==> src/rtl/dc_ipu_filter_kernel_weights.sv <==
// Per-lane 4-tap interpolation weights (nearest/linear/Keys/Catmull-Rom); define DC_IPU_KERNEL_WEIGHTS_NORM_EN to renormalise w1 in cubic modes.
// Latency 3 cycles, one transfer per cycle; all stages hold while out_valid && !out_ready, and in_ready drops with them.
module dc_ipu_filter_kernel_weights #(
    parameter int WEIGHT_WIDTH       = 12,
    parameter int WEIGHT_FRACT_WIDTH = 10,
    parameter int LANES              = 2
) (
    input  logic                              clk,
    input  logic                              reset,
    input  logic                              in_valid,
    output logic                              in_ready,
    input  logic [1:0]                        in_mode,
    input  logic [WEIGHT_WIDTH-1:0]           in_coef,
    input  logic [LANES*WEIGHT_WIDTH-1:0]     in_alpha,
    output logic                              out_valid,
    input  logic                              out_ready,
    output logic [LANES*4*WEIGHT_WIDTH-1:0]   out_weights
);
    localparam int W  = WEIGHT_WIDTH;
    localparam int F  = WEIGHT_FRACT_WIDTH;
    localparam int SW = W + 2;

    typedef logic signed [W-1:0]  wt_t;
    typedef logic signed [SW-1:0] sum_t;
    typedef logic [3:0][SW-1:0]   quad_t;
    typedef logic [3:0][W-1:0]    taps_t;

    localparam wt_t ONE      = wt_t'(2**F);
    localparam wt_t TMAX     = wt_t'(2**F - 1);
    localparam wt_t HALF     = wt_t'(2**(F-1));
    localparam wt_t NEG_HALF = wt_t'(-(2**(F-1)));
    localparam wt_t WMAX     = wt_t'(2**(W-1) - 1);
    localparam wt_t WMIN     = wt_t'(-(2**(W-1)));

`ifdef DC_IPU_KERNEL_WEIGHTS_NORM_EN
    localparam logic NORM_EN = 1'b1;
`else
    localparam logic NORM_EN = 1'b0;
`endif

    function automatic wt_t mul(input wt_t x, input wt_t y);
        logic signed [2*W-1:0] p;
        p = (2*W)'(x) * (2*W)'(y);
        return wt_t'(p >>> F);
    endfunction

    function automatic sum_t ext(input wt_t x);
        return sum_t'(x);
    endfunction

    function automatic wt_t sat(input sum_t x);
        if (x > ext(WMAX)) return WMAX;
        if (x < ext(WMIN)) return WMIN;
        return wt_t'(x);
    endfunction

    function automatic wt_t clamp(input wt_t x);
        if (x[W-1]) return '0;
        if (x > TMAX) return TMAX;
        return x;
    endfunction

    // Cubic terms expanded over the shared products t^2, t^3, a*t, a*t^2, a*t^3.
    function automatic quad_t kernel(input logic [1:0] mode, input wt_t a, input wt_t t, input wt_t t2);
        wt_t   t3;
        sum_t  et, et2, et3, eat, eat2, eat3, one;
        quad_t q;
        t3   = mul(t2, t);
        et   = ext(t);
        et2  = ext(t2);
        et3  = ext(t3);
        eat  = ext(mul(a, t));
        eat2 = ext(mul(a, t2));
        eat3 = ext(mul(a, t3));
        one  = ext(ONE);
        q    = '0;
        case (mode)
            2'd0: begin
                if (t < HALF) q[1] = one;
                else          q[2] = one;
            end
            2'd1: begin
                q[1] = one - et;
                q[2] = et;
            end
            default: begin
                q[0] = eat3 - eat2 - eat2 + eat;
                q[1] = eat3 + et3 + et3 - eat2 - et2 - et2 - et2 + one;
                q[2] = eat2 + eat2 + et2 + et2 + et2 - eat3 - et3 - et3 - eat;
                q[3] = eat2 - eat3;
            end
        endcase
        return q;
    endfunction

    function automatic taps_t saturate_taps(input quad_t q, input logic renorm);
        taps_t r;
        sum_t  rest;
        for (int k = 0; k < 4; k++) r[k] = sat($signed(q[k]));
        rest = ext($signed(r[0])) + ext($signed(r[2])) + ext($signed(r[3]));
        if (renorm) r[1] = sat(ext(ONE) - rest);
        return r;
    endfunction

    logic                    adv;
    logic                    v0, v1, v2;
    logic [1:0]              s0_mode;
    wt_t                     s0_a;
    logic [LANES-1:0][W-1:0] s0_t, s0_t2;
    logic                    s1_cubic;
    quad_t [LANES-1:0]       s1_w;
    taps_t [LANES-1:0]       s2_w;

    wt_t                     in_a;
    logic [LANES-1:0][W-1:0] in_t, in_t2;
    quad_t [LANES-1:0]       s1_nxt;
    taps_t [LANES-1:0]       s2_nxt;

    assign adv         = !v2 || out_ready;
    assign in_ready    = adv;
    assign out_valid   = v2;
    assign out_weights = s2_w;

    always_comb begin
        in_t   = '0;
        in_t2  = '0;
        s1_nxt = '0;
        s2_nxt = '0;
        in_a   = (in_mode == 2'd3) ? NEG_HALF : wt_t'(in_coef);
        for (int l = 0; l < LANES; l++) begin
            in_t[l]   = clamp(wt_t'(in_alpha[l*W +: W]));
            in_t2[l]  = mul(in_t[l], in_t[l]);
            s1_nxt[l] = kernel(s0_mode, s0_a, s0_t[l], s0_t2[l]);
            s2_nxt[l] = saturate_taps(s1_w[l], s1_cubic && NORM_EN);
        end
    end

    // Data registers load only behind a valid bit so outputs stay put across bubbles.
    always_ff @(posedge clk) begin
        if (reset) begin
            v0       <= 1'b0;
            v1       <= 1'b0;
            v2       <= 1'b0;
            s0_mode  <= '0;
            s0_a     <= '0;
            s0_t     <= '0;
            s0_t2    <= '0;
            s1_cubic <= 1'b0;
            s1_w     <= '0;
            s2_w     <= '0;
        end else if (adv) begin
            v0 <= in_valid;
            v1 <= v0;
            v2 <= v1;
            if (in_valid) begin
                s0_mode <= in_mode;
                s0_a    <= in_a;
                s0_t    <= in_t;
                s0_t2   <= in_t2;
            end
            if (v0) begin
                s1_cubic <= s0_mode[1];
                s1_w     <= s1_nxt;
            end
            if (v1) s2_w <= s2_nxt;
        end
    end
endmodule
==> config.mk <==
export PLATFORM = sky130hd
export DESIGN_NAME = dc_ipu_filter_kernel_weights
export DESIGN_NICKNAME = d
export VERILOG_FILES = /design/src/rtl/dc_ipu_filter_kernel_weights.sv
export SDC_FILE = /design/constraint.sdc
export NUM_CORES = 2
export LEC_CHECK = 0
export ABC_AREA = 1
export CORE_AREA = 5 5 338 340
export CTS_CLUSTER_SIZE = 14
export DETAILED_ROUTE_END_ITERATION = 7
export DIE_AREA = 0 0 343 345
export PLACE_DENSITY = 0.85
export SLEW_MARGIN = 20
export SYNTH_ARGS = -nofsm -noshare
export SYNTH_HDL_FRONTEND = slang
export SYNTH_SLANG_ARGS = --single-unit
==> constraint.sdc <==
create_clock -name clk -period 16.2 [get_ports clk]
set_input_delay 1.62 -clock clk [delete_from_list [all_inputs] [get_ports clk]]
set_output_delay 1.62 -clock clk [all_outputs]
set_load 0.01 [all_outputs]
==> results.sh <==
export IMPL_mostFrequentLayoutCells="inv_1, nand2_1, fa_1, ha_1, a21oi_1"
export IMPL_r2r_end="s1_w[27]"
export IMPL_fmax_mhz=68.1
export IMPL_slew_headroom_pct=15.0
export IMPL_rsz0062_at_grt="no"
export IMPL_dr_pass1_iters=6
export IMPL_cp_end_kind="register"
export IMPL_min_path_type="register to register"
export IMPL_die_h_um=345
export IMPL_final_common_cell="inv_1"
export IMPL_cts_tree="done"
export IMPL_yosysWarningCount=0
export IMPL_netlist_area_mm2=0.0660
export IMPL_dominantRegCellSynth="dfxtp_1"
export IMPL_crit_path_top_delay_cell="dfxtp_1"
export IMPL_reg2reg_from="s0_t[7]"
export IMPL_dr_first_iter_drc_count=5258
export IMPL_antenna_found_initial=7
export IMPL_drv_cap=0
export IMPL_numCtsBuffers=34
export IMPL_status="completed"
export IMPL_dp_hpwl_um=160000
export IMPL_vias_per_cell=5.61
export IMPL_drt_wirelength_per_cell_um=19.7
export IMPL_stdcell_area_mm2=0.0700
export IMPL_synth_area_per_cell_um2=7.78
export IMPL_path_common_cell="nand2_1"
export IMPL_synth_edf_count=0
export IMPL_grt_pass1_wl_um=315000
export IMPL_min_path_cells=2
export IMPL_synth_cell_types=54
export IMPL_synth_area_top_cells="fa_1, inv_1, ha_1"
export IMPL_period_share_pct=90.6
export IMPL_min_period_ps=14680
export IMPL_hold_violations=0
export IMPL_synthArstFlopShare_pct=0
export IMPL_clk_pin_slew_ps=60
export IMPL_die_w_um=343
export IMPL_grt_max_degree=108
export IMPL_die_area_mm2=0.118
export IMPL_cts_root_buf="clkbuf_16"
export IMPL_clk_latency_ps=600
export IMPL_clock_path_buffers=3
export IMPL_place_congestion=1.06
export IMPL_worstPathRequired_ps=16700
export IMPL_h_tree_depth=2
export IMPL_track_usage_pct=33.7
export IMPL_dpl_cell_area_mm2=0.0688
export IMPL_finalWorstSetupSlack_ps=1520
export IMPL_io_pins=140
export IMPL_port_buffers=139
export IMPL_setup_viol=0
export IMPL_crit_type="register to register"
export IMPL_placementRows=123
export IMPL_grt_pass1_vias=58400
export IMPL_drc_errors=0
export IMPL_cp_max_fo=16
export IMPL_min_to="out_weights[51]"
export IMPL_drt_total_wl_um=197000
export IMPL_finalNetCount=10400
export IMPL_drive_gt1_share_pct=2.76
export IMPL_critPathArrivalTime_ps=15180
export IMPL_worstMarginPinSlew_ps=1280
export IMPL_cts_resized=0
export IMPL_min_from="out_weights[51]"
export IMPL_synth_top_area_cell="fa_1"
export IMPL_startpoint_type="register"
export IMPL_syn_instance_count=8492
export IMPL_hold_buffers=0
export IMPL_synth_seq_cells=269
export IMPL_synth_top_area_share_pct=39.2
export IMPL_design_core_area_mm2=0.111
export IMPL_grt_overflow_total=0
export IMPL_rr_worst_depth=59
export IMPL_clkSinkCount=269
export IMPL_ant_nets=0
export IMPL_start_util_pct=59.4
export IMPL_seq_area_frac_synth_pct=8.15
export IMPL_fill_cells=9298
export IMPL_slew_viol_final=0
export IMPL_via_count=55900
export IMPL_finClkSkew_ps=64.6
export IMPL_final_setup_tns_ps=0
export IMPL_cts_setup_buffers=0
export IMPL_stdcell_count=9972
export IMPL_area_delta_synth_final_pct=6.06
export IMPL_rrSetupSlack_ps=1520
export IMPL_place_inst=9907
export IMPL_place_ws_ps=1650
export IMPL_cp_slowest_stage_delay_ps=790
==> per-stage QoR <==
step / util (%) / hold WS [ps]
floorplan: - / 442
global placement: 61.9 / 452
detailed placement: 61.9 / 454
CTS: 62.9 / 463
global route: 62.9 / 481
finish: 63.0 / 462
==> layer usage <==
metal / vias up / GRT usage (%) / share of wire [%]
met5: - / 0 / 0.027
met4: 8 / 12.4 / 4.6
met3: 582 / 10.9 / 13
met2: 3085 / 52.3 / 45
met1: 27400 / 44.3 / 38
li1: 24900 / - / -
==> cell type report <==
class                      instances  area, um2  share of cell area (%)
multi-input combinational       5649      51000                    72.8
inverter                        2258       8480                    12.1
sequential                       269       5400                    7.71
timing repair buffer             231       2090                    2.98
tap                             1500       1880                    2.68
clock buffer                      42        941                    1.34
clock inverter                    18        251                   0.359
antenna                            5       12.5                  0.0179
==> how the worst max path moves through the flow <==
stage / cells past startpoint / slack (ps) / to / startpoint
3_3_place_gp: 57 / 2000 / s1_w[41] / s0_t[4]
6_report: 59 / 1520 / s1_w[27] / s0_t[7]
5_1_grt: 61 / 690 / s1_w[41] / s0_t[7]
2_1_floorplan: 66 / 3420 / s1_w[83] / s0_t2[19]
4_1_cts: 57 / 1600 / s1_w[41] / s0_t[4]
3_5_place_dp: 57 / 1650 / s1_w[41] / s0_t[4]
==> flip-flops by register name, summed over array words and instances (netlist names) <==
| register | flops |
|---|---|
| out_valid | 1 |
| out_weights | 96 |
| s0_a | 12 |
| s0_mode | 2 |
| s0_t | 22 |
| s0_t2 | 24 |
| s1_w | 110 |
| v0 | 1 |
| v1 | 1 |
==> cells by family (layout without fill, tap and decap cells) <==
family          count (synthesis)  after routing  share of synthesized area (%)
fa+ha+maj                    1931           1931                           51.3
xor+xnor                      197            197                           2.67
flops                         269            269                           8.15
compound gates                937            937                           7.70
simple gates                 2556           2556                           15.4
other cells                     2             33                         0.0114
buf+inv                      2600           2549                           14.8
==> synth_stat cells (2+ instances only) <==
cell type	n
inv_1	2240
nand2_1	1835
fa_1	1293
ha_1	638
a21oi_1	486
nor2_1	394
clkbuf_1	272
dfxtp_1	269
o21ai_0	257
nand3_1	179
xor2_1	110
xnor2_1	84
buf_1	53
nor3_1	53
a31oi_1	36
or2_2	32
o21ai_1	30
a211oi_1	27
a21o_1	27
o211ai_1	19
nand4_1	16
nand2_2	14
o21bai_1	14
buf_2	12
inv_2	10
nand3b_1	9
o2111ai_1	9
clkinv_1	8
nor4_1	8
and2_1	7
o21a_1	6
a221oi_1	5
o31ai_1	5
a22oi_1	4
buf_4	4
o22ai_1	3
or2_1	3
a31o_2	2
conb_1	2
nor3b_1	2
o221ai_1	2
==> worst max-delay path, delay by kind of cell, from the launching register on <==
| kind | cells | cell delay, ps |
|---|---|---|
| buffers and inverters | 11 | 1410 |
| adder cells (fa/ha/maj) | 18 | 8020 |
| AO/OA/AOI/OAI | 6 | 1400 |
| flip-flops | 1 | 790 |
| AND/OR/NAND/NOR | 22 | 2160 |
| XOR/XNOR | 2 | 810 |
Power is left out: the tool's default activity adds up to more than one toggle a clock period on the data nets, which glitch-free logic cannot reach.
